===== src/rtl/defines.v =====
// Project-wide width defaults shared by the modular reduction pipeline.
//   DATA_SIZE_ARB  : modulus / result width
//   W_SIZE         : machine word width of the surrounding datapath
//   MRF_FIFO_DEPTH : default output FIFO depth of mod_red_final
`ifndef MRF_DEFINES_V
`define MRF_DEFINES_V
`define DATA_SIZE_ARB 16
`define W_SIZE 32
`define MRF_FIFO_DEPTH 8
`endif


===== src/rtl/mod_red_final_pkg.sv =====
// Shared definitions for the final modular reduction stage.
// No ports: provides parameter defaults, the correction-select encoding
// and a width helper for counters that must hold 0..N inclusive.
`include "defines.v"

package mod_red_final_pkg;

  localparam int MRF_DEF_DATA_SIZE  = `DATA_SIZE_ARB;
  localparam int MRF_DEF_PIPE_DEPTH = 4;
  localparam int MRF_DEF_FIFO_DEPTH = `MRF_FIFO_DEPTH;

  // Which candidate the correction picks: x, x-q or x-2q.
  typedef enum logic [1:0] {
    CORR_PASS   = 2'd0,
    CORR_SUB_Q  = 2'd1,
    CORR_SUB_2Q = 2'd2
  } corr_sel_e;

  // Bits needed for a counter spanning 0..n.
  function automatic int unsigned cnt_width(input int unsigned n);
    return $clog2(n + 1);
  endfunction

endpackage


===== src/rtl/mrf_fifo.sv =====
// Synchronous first-word-fall-through FIFO.
// Ports:
//   clk, reset (synchronous, active-low)
//   push, push_data   : write request / data
//   pop               : read request (ignored when empty)
//   pop_data          : head entry, zero while empty
//   count, full, empty: occupancy status
module mrf_fifo
  import mod_red_final_pkg::*;
#(
  parameter int WIDTH = 16,
  parameter int DEPTH = 8
) (
  input  logic                        clk,
  input  logic                        reset,
  input  logic                        push,
  input  logic [WIDTH-1:0]            push_data,
  input  logic                        pop,
  output logic [WIDTH-1:0]            pop_data,
  output logic [cnt_width(DEPTH)-1:0] count,
  output logic                        full,
  output logic                        empty
);

  localparam int PW = $clog2(DEPTH);
  localparam int CW = cnt_width(DEPTH);

  logic [WIDTH-1:0] mem [DEPTH];
  logic [PW-1:0]    rd_ptr_reg, wr_ptr_reg;
  logic [CW-1:0]    count_reg, count_next;
  logic             do_push, do_pop;

  assign full    = (count_reg == CW'(DEPTH));
  assign empty   = (count_reg == '0);
  assign count   = count_reg;
  assign do_push = push & ~full;
  assign do_pop  = pop & ~empty;

  // Gated to zero while empty so the head never shows stale RAM contents.
  assign pop_data = empty ? '0 : mem[rd_ptr_reg];

  always_ff @(posedge clk) begin
    if (reset && do_push) begin
      mem[wr_ptr_reg] <= push_data;
    end
  end

  always_comb begin
    count_next = count_reg;
    case ({do_push, do_pop})
      2'b10:   count_next = count_reg + CW'(1);
      2'b01:   count_next = count_reg - CW'(1);
      default: count_next = count_reg;
    endcase
  end

  // DEPTH is a power of two, so pointers wrap by natural overflow.
  always_ff @(posedge clk) begin
    if (!reset) begin
      rd_ptr_reg <= '0;
      wr_ptr_reg <= '0;
      count_reg  <= '0;
    end else begin
      if (do_push) wr_ptr_reg <= wr_ptr_reg + PW'(1);
      if (do_pop)  rd_ptr_reg <= rd_ptr_reg + PW'(1);
      count_reg <= count_next;
    end
  end

endmodule


===== src/rtl/mod_red_final.sv =====
// Final modular reduction stage: folds a chain result in [0, 3q) into
// [0, q) with two conditional subtractions, re-attaches the valid tag
// tracked alongside the fixed-latency chain, and buffers results in an
// output FIFO protected by credit-based issue backpressure.
// Ports:
//   clk, reset               : clock, synchronous active-low reset
//   q                        : modulus (quasi-static)
//   issue_valid/issue_ready  : operand issue handshake at chain entry
//   chain_data               : last reduction stage output
//   out_data/out_valid/out_ready : result stream (FIFO head)
//   range_err                : sticky, a corrected value was still >= q
module mod_red_final
  import mod_red_final_pkg::*;
#(
  parameter int DATA_SIZE  = MRF_DEF_DATA_SIZE,
  parameter int IN_WIDTH   = DATA_SIZE + 2,
  parameter int PIPE_DEPTH = MRF_DEF_PIPE_DEPTH,
  parameter int FIFO_DEPTH = MRF_DEF_FIFO_DEPTH
) (
  input  logic                 clk,
  input  logic                 reset,
  input  logic [DATA_SIZE-1:0] q,
  input  logic                 issue_valid,
  output logic                 issue_ready,
  input  logic [IN_WIDTH-1:0]  chain_data,
  output logic [DATA_SIZE-1:0] out_data,
  output logic                 out_valid,
  input  logic                 out_ready,
  output logic                 range_err
);

  // One extra bit so the MSB of x-q / x-2q acts as a sign bit.
  localparam int CW  = IN_WIDTH + 1;
  localparam int CRW = cnt_width(FIFO_DEPTH);

  logic                  issue_fire, pop_fire, tag_valid;
  logic [PIPE_DEPTH-1:0] vld_sr_reg, vld_sr_next;
  logic [CW-1:0]         x_ext, q_ext, d1, d2, r;
  corr_sel_e             sel;
  logic                  r_high;
  logic [DATA_SIZE-1:0]  corr_reg;
  logic                  corr_valid_reg, range_err_reg;
  logic [CRW-1:0]        credits_reg, credits_next;
  logic [CRW-1:0]        fifo_count;
  logic                  fifo_full, fifo_empty;

  assign issue_fire  = issue_valid & issue_ready;
  assign pop_fire    = out_valid & out_ready;
  assign issue_ready = (credits_reg < CRW'(FIFO_DEPTH));
  assign out_valid   = ~fifo_empty;
  assign range_err   = range_err_reg;
  assign tag_valid   = vld_sr_reg[PIPE_DEPTH-1];

  // Tag travels in lockstep with the operand through the chain.
  always_comb begin
    vld_sr_next    = '0;
    vld_sr_next[0] = issue_fire;
    for (int i = 1; i < PIPE_DEPTH; i++) begin
      vld_sr_next[i] = vld_sr_reg[i-1];
    end
  end

  assign x_ext = CW'(chain_data);
  assign q_ext = CW'(q);
  assign d1    = x_ext - q_ext;
  assign d2    = x_ext - (q_ext << 1);

  always_comb begin
    sel = CORR_PASS;
    if (!d2[CW-1]) begin
      sel = CORR_SUB_2Q;
    end else if (!d1[CW-1]) begin
      sel = CORR_SUB_Q;
    end
  end

  always_comb begin
    case (sel)
      CORR_SUB_2Q: r = d2;
      CORR_SUB_Q:  r = d1;
      default:     r = x_ext;
    endcase
  end

  // Only possible when the chain handed us something >= 3q.
  assign r_high = (r >= q_ext);

  always_comb begin
    credits_next = credits_reg;
    case ({issue_fire, pop_fire})
      2'b10:   credits_next = credits_reg + CRW'(1);
      2'b01:   credits_next = credits_reg - CRW'(1);
      default: credits_next = credits_reg;
    endcase
  end

  always_ff @(posedge clk) begin
    if (!reset) begin
      vld_sr_reg     <= '0;
      corr_reg       <= '0;
      corr_valid_reg <= 1'b0;
      range_err_reg  <= 1'b0;
      credits_reg    <= '0;
    end else begin
      vld_sr_reg     <= vld_sr_next;
      corr_valid_reg <= tag_valid;
      credits_reg    <= credits_next;
      if (tag_valid) begin
        corr_reg <= r[DATA_SIZE-1:0];
        if (r_high) range_err_reg <= 1'b1;
      end
    end
  end

  mrf_fifo #(
    .WIDTH (DATA_SIZE),
    .DEPTH (FIFO_DEPTH)
  ) u_fifo (
    .clk       (clk),
    .reset     (reset),
    .push      (corr_valid_reg),
    .push_data (corr_reg),
    .pop       (pop_fire),
    .pop_data  (out_data),
    .count     (fifo_count),
    .full      (fifo_full),
    .empty     (fifo_empty)
  );

  // Credits reserve a slot for every in-flight result, so a push can
  // never find the FIFO full and occupancy never exceeds the credits.
  a_no_push_full: assert property (@(posedge clk) disable iff (!reset)
    !(corr_valid_reg && fifo_full));
  a_credit_cover: assert property (@(posedge clk) disable iff (!reset)
    credits_reg >= fifo_count);

endmodule

===== config.mk =====
export PLATFORM = sky130hd
export DESIGN_NAME = mod_red_final
export DESIGN_NICKNAME = d
export VERILOG_FILES = /design/src/rtl/mod_red_final_pkg.sv /design/src/rtl/mrf_fifo.sv /design/src/rtl/mod_red_final.sv
export VERILOG_INCLUDE_DIRS = /design/src /design/src/rtl
export SDC_FILE = /design/constraint.sdc
export NUM_CORES = 1
export LEC_CHECK = 0
export CAP_MARGIN = 20
export CORE_MARGIN = 2
export CORE_UTILIZATION = 64
export DETAILED_ROUTE_END_ITERATION = 8
export HOLD_SLACK_MARGIN = 0.12
export PLACE_DENSITY = 0.91
export SLEW_MARGIN = 40
export SYNTH_ARGS = -nofsm -noshare
export SYNTH_HDL_FRONTEND = slang
export SYNTH_SLANG_ARGS = --single-unit

===== constraint.sdc =====
create_clock -name clk -period 9 [get_ports clk]
set_input_delay 1.35 -clock clk [delete_from_list [all_inputs] [get_ports clk]]
set_output_delay 1.35 -clock clk [all_outputs]
set_load 0.03 [all_outputs]

-- Word level (Yosys, flattened, before mapping)
Memories as Yosys holds them, arrays and structs flattened. A register that Yosys moved wholly into a read port is not among the register bits.
Index checks and enable logic that the tools add are counted.
- $add $sub $neg: 8
- magnitude comparators: 2
- eq/ne operators: 7
- muxes and demuxes: 10
- bitwise logic cells: 6
- reductions and logical operators: 5
- operator list (operator ; count):
    case mux 19 bit (2 select lines) ; 1
    greater-or-equal comparator 19 x 16 -> 1 bit ; 1
    subtractor 18 x 16 -> 19 bit ; 1
    subtractor 18 x 17 -> 19 bit ; 1
    two-way mux 16 bit ; 1
    case mux 4 bit (2 select lines) ; 2
    adder 4 x 1 -> 4 bit, second input constant ; 2
    subtractor 4 x 1 -> 4 bit, second input constant ; 2
    adder 3 x 1 -> 3 bit, second input constant ; 2
    equality test 2 x 1 -> 1 bit, second input constant ; 3
    equality test 2 bit, second input constant ; 3
    two-way mux 3 bit ; 2
    bitwise AND 1 bit ; 4
    equality test 4 bit, second input constant ; 1
    zero test 4 bit ; 1
    < comparator 4 bit, second input constant ; 1
    nonzero test 2 bit ; 2
    two-way mux 1 bit ; 3
    two-way mux 2 bit ; 1
    inverter 1 bit ; 2
    AND reduction 2 bit ; 1
    logical AND 1 bit ; 1
- register bits: 36
- RAM bits: 128
- memories kept: 1
- memories (name ; depth ; bits a word ; rd ports ; clocked after Yosys merged registers in ; write ports ; RTL line ; RTL):
    u_fifo.mem ; 8 ; 16 ; 1 ; 1 ; 1 ; mrf_fifo.sv:28 ; logic [WIDTH-1:0] mem [DEPTH];

-- Logic depth before layout (Yosys ltp)
Gate-level depths: netlist of the first run.
- word-level depth: 7
- depth in mapped cells: 22
- depth with buffers taken out: 21

-- Cells and area by module
A second synthesis of the first run with hierarchy kept.
- cells, all modules: 719
- area total of the unflattened synthesis: 8909.8 um2
- by module, submodules not included (module ; times used ; cells an instance ; area each (um2)):
    mrf_fifo ; 1 ; 284 ; 5540.3
    mod_red_final ; 1 ; 435 ; 3369.5

-- Least setup slack after synthesis of the first run
OpenSTA, ideal clock, no wires.
- path kind: input -> register
- start point: input port chain_data[0]
- end point: register range_err_reg (netlist: range_err)
- setup time: 0.133 ns
- arrival time: 4.960 ns
- setup slack: 3.908 ns
- stages: 21
- buffers on the path: 1
- cell sequence: inv_1 -> ha_1 -> inv_1 -> fa_1 -> a211oi_2 -> o21ai_2 -> a21oi_2 -> a21oi_1 -> a311o_2 -> buf_2 -> o211ai_1 -> a21boi_1 -> ha_1 -> nor2b_1 -> o21a_1 -> o21ai_0 -> a211oi_1 -> a2111oi_0 -> o21ai_0 -> a31oi_1 -> o211ai_1
- longest elaborated chain between the ends: 7
- elaborated cells between the ends (all ways): 9
- classes of those cells: add/sub: 2; order compare: 1; eq/ne: 2; mux: 3; reduce/logical: 1
- RTL lines (what ; RTL line ; RTL):
    start: declaration ; mod_red_final.sv:25 ; input logic [IN_WIDTH-1:0] chain_data,
    subtractor 18 x 16 -> 19 bit ; mod_red_final.sv:65 ; assign d1 = x_ext - q_ext;
    two-way mux 1 bit ; mod_red_final.sv:72 ; end else if (!d1[CW-1]) begin
    two-way mux 2 bit ; mod_red_final.sv:70 ; if (!d2[CW-1]) begin
    equality test 2 x 1 -> 1 bit / equality test 2 bit (equally long branches) ; mod_red_final.sv:78 ; case (sel)
    case mux 19 bit (2 select lines) (*) ; mod_red_final.sv:78 ;
    named net r[1] ; mod_red_final.sv:38 ; logic [CW-1:0] x_ext, q_ext, d1, d2, r;
    greater-or-equal comparator 19 x 16 -> 1 bit (*) ; mod_red_final.sv:86 ; assign r_high = (r >= q_ext);
    AND reduction 2 bit (no line) (*) ; -- ;
    end signal: assignment ; mod_red_final.sv:102 ; range_err_reg <= 1'b0;
    end signal: assignment ; mod_red_final.sv:110 ; if (r_high) range_err_reg <= 1'b1;
    end: declaration ; mod_red_final.sv:42 ; logic corr_valid_reg, range_err_reg;
Mark *: on every way through the listed nets, which the timed path passes. The rest lies on a longest branch.
A chain may end at the register's enable or synchronous reset.

-- Worst setup path after layout of the first run
- start point: input port q[0]
- end point: register range_err_reg (netlist: range_err)
- longest elaborated chain between the ends: 7
- elaborated cells between the ends (all ways): 9
- classes of those cells: add/sub: 2; order compare: 1; eq/ne: 2; mux: 3; reduce/logical: 1
- RTL lines (what ; RTL line ; RTL):
    start: declaration ; mod_red_final.sv:22 ; input logic [DATA_SIZE-1:0] q,
    subtractor 18 x 16 -> 19 bit ; mod_red_final.sv:65 ;
    two-way mux 1 bit ; mod_red_final.sv:72 ;
    two-way mux 2 bit ; mod_red_final.sv:70 ;
    equality test 2 x 1 -> 1 bit / equality test 2 bit (equally long branches) ; mod_red_final.sv:78 ;
    case mux 19 bit (2 select lines) (*) ; mod_red_final.sv:78 ;
    named net r[1] ; mod_red_final.sv:38 ;
    greater-or-equal comparator 19 x 16 -> 1 bit (*) ; mod_red_final.sv:86 ;
    AND reduction 2 bit (no line) (*) ; -- ;
Marks and branches as above.

==> metrics.md, run 1 <==
| Metric | Value |
|---|---|
| Status | `finished, final reports clean` |
| Share of cells above drive strength 1 | `12.7%` |
| Die extent in x | `approximately 120 microns` |
| Met2 Wirelength | `10500 microns` |
| Combinational fraction of design power | `roughly 15%` |
| CTS tree | `yes` |
| CP Capture Type | `register` |
| CP Buf/Inv Count | `2` |
| H-tree depth | `4` |
| Syn avg cell area | `approximately 12 sq um` |
| Most common cell after layout, fill and taps aside | `edfxtp_1` |
| Syn Nets | `between 800 and 900` |
| Final HPWL DP | `14000 microns` |
| Min-Delay Path Class | `reg -> reg` |
| Max FFs per register | `between 100 and 150` |
| Clock latency on the worst-skew pair | `420 ps` |
| Post-CTS Resized | `0` |
| Slew headroom | `between 50% and 60%` |
| Die ar. | `roughly 15000 sq um` |
| Cts hold-fix bufs | `0` |
| Static Leakage | `about 3.7 nW` |
| Synth top area share | `43.1%` |
| Synth Area in Simple Gates | `slightly below 10%` |
| Clk sinks | `about 170` |
| Initial Util | `65.0%` |
| Drt via density | `approximately 6.3` |
| Fmax | `172 MHz` |
| Cell-internal power | `~0.0014 W` |
| Yosys reg bits | `167` |
| Ant. Diodes | `0` |
| Switching share of total power | `approximately 25%` |
| Cell taking the most area after synthesis | `edfxtp_1` |
| CTS root buffer | `clkbuf_16` |
| Crit path max-delay family | `compound AO/OA/AOI/OAI gates` |
| Total GRT Usage | `~28%` |
| Switching Power | `roughly 0.00048 W` |
| Synth area leaders | `edfxtp_1 (43%), dfxtp_1 (8.8%), mux4_2 (8.1%), ha_1 (7.9%), mux2i_1 (2.7%)` |
| Slew Limit Fails | `0` |
| Vias in the first global route | `between 6k and 7k` |
| Rows | `43` |
| Die height | `between 100 and 150 microns` |
| First-pass GRT wire length | `between 30000 and 40000 microns` |
| Via count | `6162` |
| Startpoint types | `primary input` |
| Core area | `13700 sq um` |
| Most frequent cells in the layout | `edfxtp_1 (128), ha_1 (56), clkdlybuf4s50_1 (56), nand2_1 (48), nor2_1 (45)` |
| Sequential power share | `44.6%` |
| Synth Area in Adders | `slightly below 9%` |
| Asr flop ratio synth | `0%` |
| Final ANT Viol Nets | `0` |
| Worst IR drop on VDD | `0.103 mV` |
| Setup Viol. Count Final | `0` |
| Total negative slack | `0 ps` |
| Syn Inst Count | `721` |
| CP required | `about 9300 ps` |
| Final WL | `around 20000 microns` |
| DRC violations left | `0` |
| GR Overflow Total | `0` |
| WL per Instance | `20.8 microns` |
| # IOs | `57` |
| Routed wl met3 | `between 1000 and 1500 microns` |
| Clock transition at the registers of the reported paths | `70 ps` |
| Initial antenna violation count | `0` |
| Post-synth top flop | `edfxtp_1` |
| Slowest CP cell | `a311o_2` |
| Mux contribution to synthesized area | `11.0%` |
| Sequential fraction of the synthesis area | `51.9%` |
| Synthesis Warnings | `0` |
| Synthesis-to-finish area growth | `16.5%` |
| Synth Cell Area | `a little under 9000 sq um` |
| Final Cycle Share | `between 60% and 70%` |
| Slew @ Worst Pin | `just under 700 ps` |
| Initial DRC count | `526` |
| RSZ-0062 raised after global routing | `false` |
| # port buffers | `56` |
| Synth cell types | `69` |
| Count of final hold-check violations | `0` |
| Clock power share | `about two fifths` |
| Cts bufs inserted | `17` |
| Largest family of logic cells by synthesized area | `compound AO/OA/AOI/OAI gates` |
| Compound-cell area share of the yosys netlist | `between 10% and 20%` |
| Post-CTS setup buffer count | `0` |
| WL met1 | `roughly 8300 microns` |
| Final nets | `approximately 900` |
| Crit Path Class | `in -> reg` |
| Clk buf depth | `2` |
| Synth Area in XOR/XNOR | `under 10%` |
| Clock skew | `~10 ps` |
| RD Place Congestion | `a little over 0.9` |
| Critical path cell sequence | `clkdlybuf4s50_1 -> ha_1 -> inv_1 -> fa_1 -> a211oi_2 -> o21ai_2 -> a21oi_2 -> a21oi_1 -> a311o_2 -> o211ai_1 -> a21boi_1 -> ha_1 -> nor2b_1 -> o21a_1 -> o21ai_0 -> a211oi_1 -> a2111oi_0 -> o21ai_0 -> a31oi_1 -> o211ai_1` |
| First drt pass iteration count | `5` |
| Largest net degree at the start of global routing | `42` |
| Slowest stage delay, CP | `approximately 610 ps` |
| Post-synth EDFFs | `128` |
| Final Util | `75.7%` |
| Max layer used | `met4` |
| Maxcap violations | `0` |
| CP max FO | `23` |
| Power density over the cells | `roughly 180 nW/um^2` |
| Crit path DAT | `6100 ps` |
| Final Critical Period | `between 5000 and 6000 ps` |
## power by group through the flow
stage | Sequential [W] | Clock, W | Combinational [W]
floorplan | 0.000848 | 0 | 0.000198
global placement | 0.000851 | 0 | 0.000261
detailed placement | 0.000852 | 0 | 0.000268
CTS | 0.000835 | 0.000768 | 0.000270
global route | 0.000836 | 0.000799 | 0.000301
finish | 0.000835 | 0.000763 | 0.000274
## final cells by class
class	count	area (sq um)
multi-input combinational	490	4110
fill	868	3330
clock buffer	17	425
inverter	40	150
sequential	167	4630
clock inverter	15	200
tap	180	225
timing repair buffer	64	647
## per-stage QoR
stage	total power [W]	setup slack, ps	instance area, sq um	cells	hold slack [ps]
final	0.00187	3180	10400	973	434
after global routing	0.00194	2980	10400	973	472
after CTS	0.00187	3230	10400	973	436
after detailed placement	0.00112	2810	9760	941	419
after global placement	0.00111	3010	9670	936	422
after floorplan	0.00105	3910	8920	721	412
## path summary, 6_finish.rpt
| path | to | start | slack [ps] | cells after the start |
|---|---|---|---|---|
| worst max-delay path | range_err | q[0] | 3180 | 20 |
| worst min-delay path | vld_sr_reg[3] | vld_sr_reg[2] | 430 | 1 |
| worst max register to register | credits_reg[3] | u_fifo.count[0] | 6090 | 9 |
| worst min register to register | vld_sr_reg[3] | vld_sr_reg[2] | 430 | 1 |
## worst reg2reg max path: stages, from the launching register on
cell	delay [ps]
dfxtp_1	380
nor4_4	650
nor2b_1	300
ha_1	310
ha_1	280
a21o_1	170
a21oi_1	190
xnor2_1	90
or3_1	300
a21boi_0	170
## kinds of logic (layout without fill, tap and decap cells)
kind of cell	after synthesis	in the layout
simple gates	177	177
mux	58	58
flops	167	167
xor+xnor	28	28
buf+inv	64	136
fa+ha+maj	60	60
compound gates	167	167
## routing by layer
metal	track usage, %	vias to the layer above
met5	0	-
met4	9.05	0
met3	3.23	21
met2	49.9	238
met1	36.2	3023
li1	-	2880
## synth_stat cells (3+ instances only)
cell type / number
a211o_1: 3
a211oi_1: 6
a21boi_0: 4
a21o_1: 10
a21oi_1: 38
a31o_1: 3
a31o_2: 4
a31oi_1: 5
a32o_1: 5
a41oi_1: 3
and2_1: 22
and3_1: 4
buf_2: 7
clkbuf_1: 13
dfxtp_1: 39
edfxtp_1: 128
fa_1: 4
ha_1: 56
inv_1: 38
mux2i_1: 24
mux4_2: 32
nand2_1: 48
nand2b_1: 4
nand3_1: 12
nand4_1: 3
nor2_1: 49
nor2b_1: 13
nor3_1: 7
o211ai_1: 9
o21a_1: 9
o21ai_0: 30
o21ai_1: 11
o31ai_1: 4
or3_1: 6
xnor2_1: 20
xor2_1: 8
Power figures use the tool's default switching activity.
==> inputs of run 2 (changes only) <==
- CORE_UTILIZATION: 64 -> 60
- PLACE_DENSITY: 0.91 -> 0.87
- clock period: 9 -> 6 ns (I/O delays scaled with it)
==> metrics.md, run 2 (synthesis results as in run 1) <==
| Metric | Value |
|---|---|
| Final Worst Setup Slack | `843 ps (-2340 ps)` |
| Rows | `44 (+2.3%)` |
| Most frequent cells in the layout | `edfxtp_1 (128), ha_1 (56), clkdlybuf4s50_1 (56), nand2_1 (48), nor2_1 (45)` |
| Final WL | `20500 microns (+1.3%)` |
| Worst setup path startpoint | `q[0]` |
| Vias in the first global route | `6241 (+3.2%)` |
| Slew @ Worst Pin | `650 ps (-27.9 ps)` |
| Min-Delay Path Class | `reg -> reg` |
| Via count | `6271 (+1.8%)` |
| Max FFs per register | `128 (unchanged)` |
| Count of final hold-check violations | `0 (unchanged)` |
| Clock transition at the registers of the reported paths | `60 ps (about the same)` |
| Die extent in x | `126 microns (+3.2%)` |
| Largest net degree at the start of global routing | `42 (unchanged)` |
| Reg area | `4630 sq um (about the same)` |
| Final Critical Period | `roughly 5200 ps` |
| CP Capture Type | `register` |
| Cts bufs inserted | `17 (unchanged)` |
| Post-CTS Resized | `0 (unchanged)` |
| Switching share of total power | `24.7% (-0.74 points)` |
| Initial antenna violation count | `0 (unchanged)` |
| CP required | `6280 ps (-3000 ps)` |
| Combinational fraction of design power | `15.1% (+0.5 points)` |
| Initial Util | `61.3% (-3.6 points)` |
| R2R cell count | `9 (unchanged)` |
| Worst flop-to-flop path endpoint | `u_fifo.count[3]` |
| Final Cycle Share | `a little under nine tenths` |
| First-pass GRT wire length | `32800 microns (+4.1%)` |
| Slew headroom | `56.6% (+2.1 points)` |
| First drt pass iteration count | `5 (unchanged)` |
| Share of cells above drive strength 1 | `13.0% (+0.31 points)` |
| Area of the multi-input gates | `4110 sq um (unchanged)` |
| Die height | `126 microns (+3.2%)` |
| Most common cell after layout, fill and taps aside | `edfxtp_1` |
| CP Buf/Inv Count | `2 (unchanged)` |
| Switching Power | `0.000696 W (+46%)` |
| Fmax | `194 MHz` |
| Power density over the cells | `271 nW/um^2 (+50%)` |
| Startpoint types | `primary input` |
| Ant. Diodes | `0 (unchanged)` |
| Cts hold-fix bufs | `0 (unchanged)` |
| R2R Path Start | `u_fifo.count[3]` |
| Final nets | `882 (+0.46%)` |
| Fillers | `973 (+12%)` |
| RSZ-0062 raised after global routing | `false` |
| # port buffers | `56 (unchanged)` |
| Static Leakage | `3.77 nW (+0.50%)` |
| Slew Limit Fails | `0 (unchanged)` |
| Crit path DAT | `5440 ps (-660 ps)` |
| Post-CTS setup buffer count | `0 (unchanged)` |
| Cell-internal power | `0.00213 W (+52%)` |
| CTS root buffer | `clkbuf_16` |
| GR Overflow Total | `0 (unchanged)` |
| Synthesis-to-finish area growth | `16.7%` |
| Slowest CP cell | `a311o_2` |
| Placed instance area | `9780 sq um (+0.23%)` |
| Setup WS pre-CTS | `452 ps (-2360 ps)` |
| Slowest stage delay, CP | `550 ps (-60 ps)` |
| Clock power share | `40.6% (-0.2 points)` |
| # IOs | `57 (unchanged)` |
| Clk sinks | `167 (unchanged)` |
| Crit Path Class | `in -> reg` |
| Worst hold start | `vld_sr_reg[1]` |
| Die ar. | `15900 sq um (+6.4%)` |
| CP max FO | `16 (-30%)` |
| Sequential power share | `44.3% (-0.3 points)` |
| Final HPWL DP | `14100 microns (+0.49%)` |
| Total negative slack | `0 ps (unchanged)` |
| Worst IR drop on VDD | `0.246 mV (+140%)` |
| Final ANT Viol Nets | `0 (unchanged)` |
| CTS tree | `yes` |
| Initial DRC count | `487 (-7.4%)` |
| Core area | `14500 sq um (+5.9%)` |
| DRC violations left | `0 (unchanged)` |
| Crit path max-delay family | `compound AO/OA/AOI/OAI gates` |
| Clk buf depth | `2 (unchanged)` |
| Critical path cell sequence | `clkdlybuf4s50_1 -> ha_1 -> inv_1 -> fa_1 -> a211oi_2 -> o21ai_2 -> a21oi_2 -> a21oi_1 -> a311o_2 -> o211ai_1 -> a21boi_1 -> ha_1 -> nor2b_1 -> o21a_1 -> o21ai_0 -> a211oi_1 -> a2111oi_0 -> o21ai_0 -> a31oi_1 -> o211ai_1` |
| Total GRT Usage | `26.7% (-1.4 points)` |
| Maxcap violations | `0 (unchanged)` |
| Reg2Reg Setup Slack | `3140 ps (-2950 ps)` |
| Clock latency on the worst-skew pair | `420 ps (about the same)` |
| Worst Hold End | `vld_sr_reg[2]` |
| Drt via density | `6.39 (+0.94%)` |
| Finished Cell Area | `10400 sq um (+0.22%)` |
| Status | `finished, final reports clean` |
| Clock skew | `16.9 ps (+6.94 ps)` |
| H-tree depth | `4 (unchanged)` |
| Hold path cells | `1 (unchanged)` |
| Setup Viol. Count Final | `0 (unchanged)` |
| WL per Instance | `20.9 microns (+0.44%)` |
| RD Place Congestion | `1.04 (+11%)` |
==> run 2: changes by cell type in the layout (fill, tap and decap cells not counted) <==
cell,delta
buf_4,+4
buf_6,+3
buf_8,-3
bufinv_16,+1
clkinv_1,+2
clkinv_2,+2
clkinv_4,+2
clkinvlp_2,+1
clkinvlp_4,-2
dfxtp_1,-1
dfxtp_2,+1
inv_6,-4
inv_8,-2
==> run 2: per-layer routing <==
metal	part of all wire [%]	global-route usage, %	vias up
met5	0	0	-
met4	3.0	11.4	0
met3	6.5	4.76	50
met2	50	44.9	301
met1	41	34.5	3054
li1	-	-	2866
==> run 2: final cells by class <==
class                   instances  share of cell area (%)
flip-flops and latches        167                    44.5
well taps                     184                    2.21
inverters                      40                    1.44
repair buffers                 68                    6.40
clock inverters                15                    1.90
multi-input cells             490                    39.5
clock buffers                  17                    4.09
==> run 2: through the flow <==
step | total power (W) | cells | hold slack (ps) | util [%]
after floorplan | 0.00157 | 721 | 412 | -
after global placement | 0.00168 | 944 | 420 | 66.8
after detailed placement | 0.00169 | 949 | 425 | 67.3
after CTS | 0.00282 | 981 | 440 | 71.6
after global routing | 0.00292 | 981 | 478 | 71.6
final | 0.00282 | 981 | 438 | 71.6
==> run 2: how the worst max path moves through the flow <==
| stage | slack (ps) | to | depth (start not counted) |
|---|---|---|---|
| floorplan | 1360 | range_err | 21 |
| global placement | 560 | range_err | 20 |
| detailed placement | 450 | range_err | 20 |
| CTS | 870 | range_err | 20 |
| global route | 540 | range_err | 20 |
| finish | 840 | range_err | 20 |
==> run 2: power groups by stage <==
stage                     Sequential [W]  Clock (W)  Combinational, W
final                            0.00125    0.00114          0.000427
after global routing             0.00125    0.00120          0.000468
after CTS                        0.00125    0.00115          0.000419
after detailed placement         0.00127          0          0.000415
after global placement           0.00127          0          0.000402
after floorplan                  0.00127          0          0.000297
==> inputs of run 3 (changes only) <==
- CORE_ASPECT_RATIO: default -> 0.75
- SLEW_MARGIN: 40 -> 20
==> metrics.md, run 3 (synthesis results as in run 1) <==
| Metric | Value |
|---|---|
| Clock skew | `10.5 ps (-6.43 ps)` |
| First drt pass iteration count | `5 (unchanged)` |
| # port buffers | `56 (unchanged)` |
| Final Critical Period | `5160 ps (-0.804 ps)` |
| Die extent in x | `145 microns (+15%)` |
| Via count | `6234 (-0.59%)` |
| Startpoint types | `primary input` |
| First-pass GRT wire length | `33800 microns (+3.0%)` |
| Final HPWL DP | `14200 microns (+0.76%)` |
| Die ar. | `15900 sq um (about the same)` |
| # IOs | `57 (unchanged)` |
| DRC violations left | `0 (unchanged)` |
| Synthesis-to-finish area growth | `15.8%` |
| RD Place Congestion | `0.982 (-5.6%)` |
| Combinational fraction of design power | `15.5% (+0.4 points)` |
| Count of final hold-check violations | `0 (unchanged)` |
| Share of cells above drive strength 1 | `12.5% (-0.55 points)` |
| Core area | `14500 sq um (-0.22%)` |
| Cts hold-fix bufs | `0 (unchanged)` |
| Total negative slack | `0 ps (unchanged)` |
| Final nets | `877 (-0.57%)` |
| Slowest stage delay, CP | `560 ps (about the same)` |
| Clock power share | `39.4% (-1.2 points)` |
| CP Capture Type | `register` |
| CP max FO | `11 (-5)` |
| Power density over the cells | `269 nW/um^2 (-0.90%)` |
| Clock transition at the registers of the reported paths | `80 ps (+20 ps)` |
| Status | `finished, final reports clean` |
| Most common cell after layout, fill and taps aside | `edfxtp_1` |
| Crit path max-delay family | `compound AO/OA/AOI/OAI gates` |
| Slew Limit Fails | `0 (unchanged)` |
| Cts bufs inserted | `17 (unchanged)` |
| Worst IR drop on VDD | `0.185 mV (-25%)` |
| Initial antenna violation count | `0 (unchanged)` |
| GR Overflow Total | `0 (unchanged)` |
| Cell-internal power | `0.00199 W (-6.3%)` |
| Min-Delay Path Class | `reg -> reg` |
| Most frequent cells in the layout | `edfxtp_1 (128), ha_1 (56), clkdlybuf4s50_1 (56), nand2_1 (48), nor2_1 (45)` |
| Total GRT Usage | `28.5% (+1.7 points)` |
| Crit Path Class | `in -> reg` |
| Fillers | `934 (-4.0%)` |
| Setup WS pre-CTS | `484 ps (+32.2 ps)` |
| Clock latency on the worst-skew pair | `430 ps (about the same)` |
| Fmax | `194 MHz (about the same)` |
| Critical path cell sequence | `clkdlybuf4s50_1 -> ha_1 -> inv_1 -> fa_1 -> a211oi_2 -> o21ai_2 -> a21oi_2 -> a21oi_1 -> a311o_2 -> o211ai_1 -> a21boi_1 -> ha_1 -> nor2b_1 -> o21a_1 -> o21ai_0 -> a211oi_1 -> a2111oi_0 -> o21ai_0 -> a31oi_1 -> o211ai_1` |
| Static Leakage | `3.73 nW (-1.0%)` |
| Post-CTS Resized | `0 (unchanged)` |
| Initial DRC count | `685 (+41%)` |
| Sequential power share | `45.0% (+0.7 points)` |
| CTS root buffer | `clkbuf_16` |
| Slew @ Worst Pin | `1130 ps (+482 ps)` |
| Switching share of total power | `28.2% (+3.5 points)` |
| Max FFs per register | `128 (unchanged)` |
| Largest net degree at the start of global routing | `42 (unchanged)` |
| Setup Viol. Count Final | `0 (unchanged)` |
| Maxcap violations | `0 (unchanged)` |
| Final Worst Setup Slack | `844 ps (+0.804 ps)` |
| Post-CTS setup buffer count | `0 (unchanged)` |
| Initial Util | `61.5% (+0.14 points)` |
| Final Cycle Share | `85.9% (about the same)` |
| Vias in the first global route | `6355 (+1.8%)` |
| WL per Instance | `21.6 microns (+3.5%)` |
| Ant. Diodes | `0 (unchanged)` |
| Slew headroom | `24.5% (-32 points)` |
| Final WL | `21400 microns (+4.6%)` |
| Clk sinks | `167 (unchanged)` |
| Switching Power | `0.000782 W (+12%)` |
| Final ANT Viol Nets | `0 (unchanged)` |
| Drt via density | `6.28 (-1.7%)` |
| Crit path DAT | `5440 ps (about the same)` |
| Die height | `110 microns (-13%)` |
| CP required | `6290 ps (about the same)` |
| Rows | `38 (-14%)` |
| RSZ-0062 raised after global routing | `false` |
| Clk buf depth | `2 (unchanged)` |
| CTS tree | `yes` |
| H-tree depth | `4 (unchanged)` |
| Slowest CP cell | `clkdlybuf4s50_1` |
| CP Buf/Inv Count | `2 (unchanged)` |
run 3: power groups by stage:
stage / clock network [W] / registers (W) / logic (W)
detailed placement: 0 / 0.00127 / 0.000416
global placement: 0 / 0.00127 / 0.000406
floorplan: 0 / 0.00127 / 0.000297
finish: 0.00109 / 0.00125 / 0.000431
CTS: 0.00110 / 0.00125 / 0.000422
global route: 0.00115 / 0.00125 / 0.000472
run 3: worst paths after layout:
path,start,depth (start not counted),endpoint,slack (ps)
setup / recovery,q[0],20,range_err,840
hold / removal,vld_sr_reg[1],1,vld_sr_reg[2],450
setup reg to reg,u_fifo.count[0],9,credits_reg[3],2750
hold reg to reg,vld_sr_reg[1],1,vld_sr_reg[2],450
run 3: per-layer routing:
| metal | track usage (%) | vias up | share of wire, % |
|---|---|---|---|
| met4 | 7.98 | 0 | 1.8 |
| met5 | 0 | - | 0 |
| li1 | - | 2857 | - |
| met1 | 37.9 | 3006 | 41 |
| met3 | 6.53 | 40 | 7.7 |
| met2 | 47.5 | 331 | 49 |
run 3: worst register-to-register path, stage by stage, from the launching register on:
cell      delay (ps)
dfxtp_1          380
nor4_4           930
nor2b_1          310
ha_1             320
ha_1             290
a21o_1           180
a21oi_1          170
xnor2_1           90
or3_1            310
a21boi_0         200
run 3: through the flow:
stage               total power (W)  instances  utilization [%]  instance area, sq um  hold WS (ps)
floorplan                   0.00157        721                -                  8920           412
global placement            0.00168        960             67.1                  9730           425
detailed placement          0.00169        960             67.1                  9730           420
CTS                         0.00277        992             71.2                 10300           447
global route                0.00287        992             71.2                 10300           463
finish                      0.00277        992             71.2                 10300           449
run 3: layout make-up:
type | count | area (sq um) | area share [%]
Sequential cell | 167 | 4630 | 44.8
Timing Repair Buffer | 63 | 613 | 5.94
Inverter | 40 | 150 | 1.45
Clock inverter | 15 | 171 | 1.66
Tap cell | 200 | 250 | 2.42
Clock buffer | 17 | 425 | 4.12
Multi-Input combinational cell | 490 | 4090 | 39.6
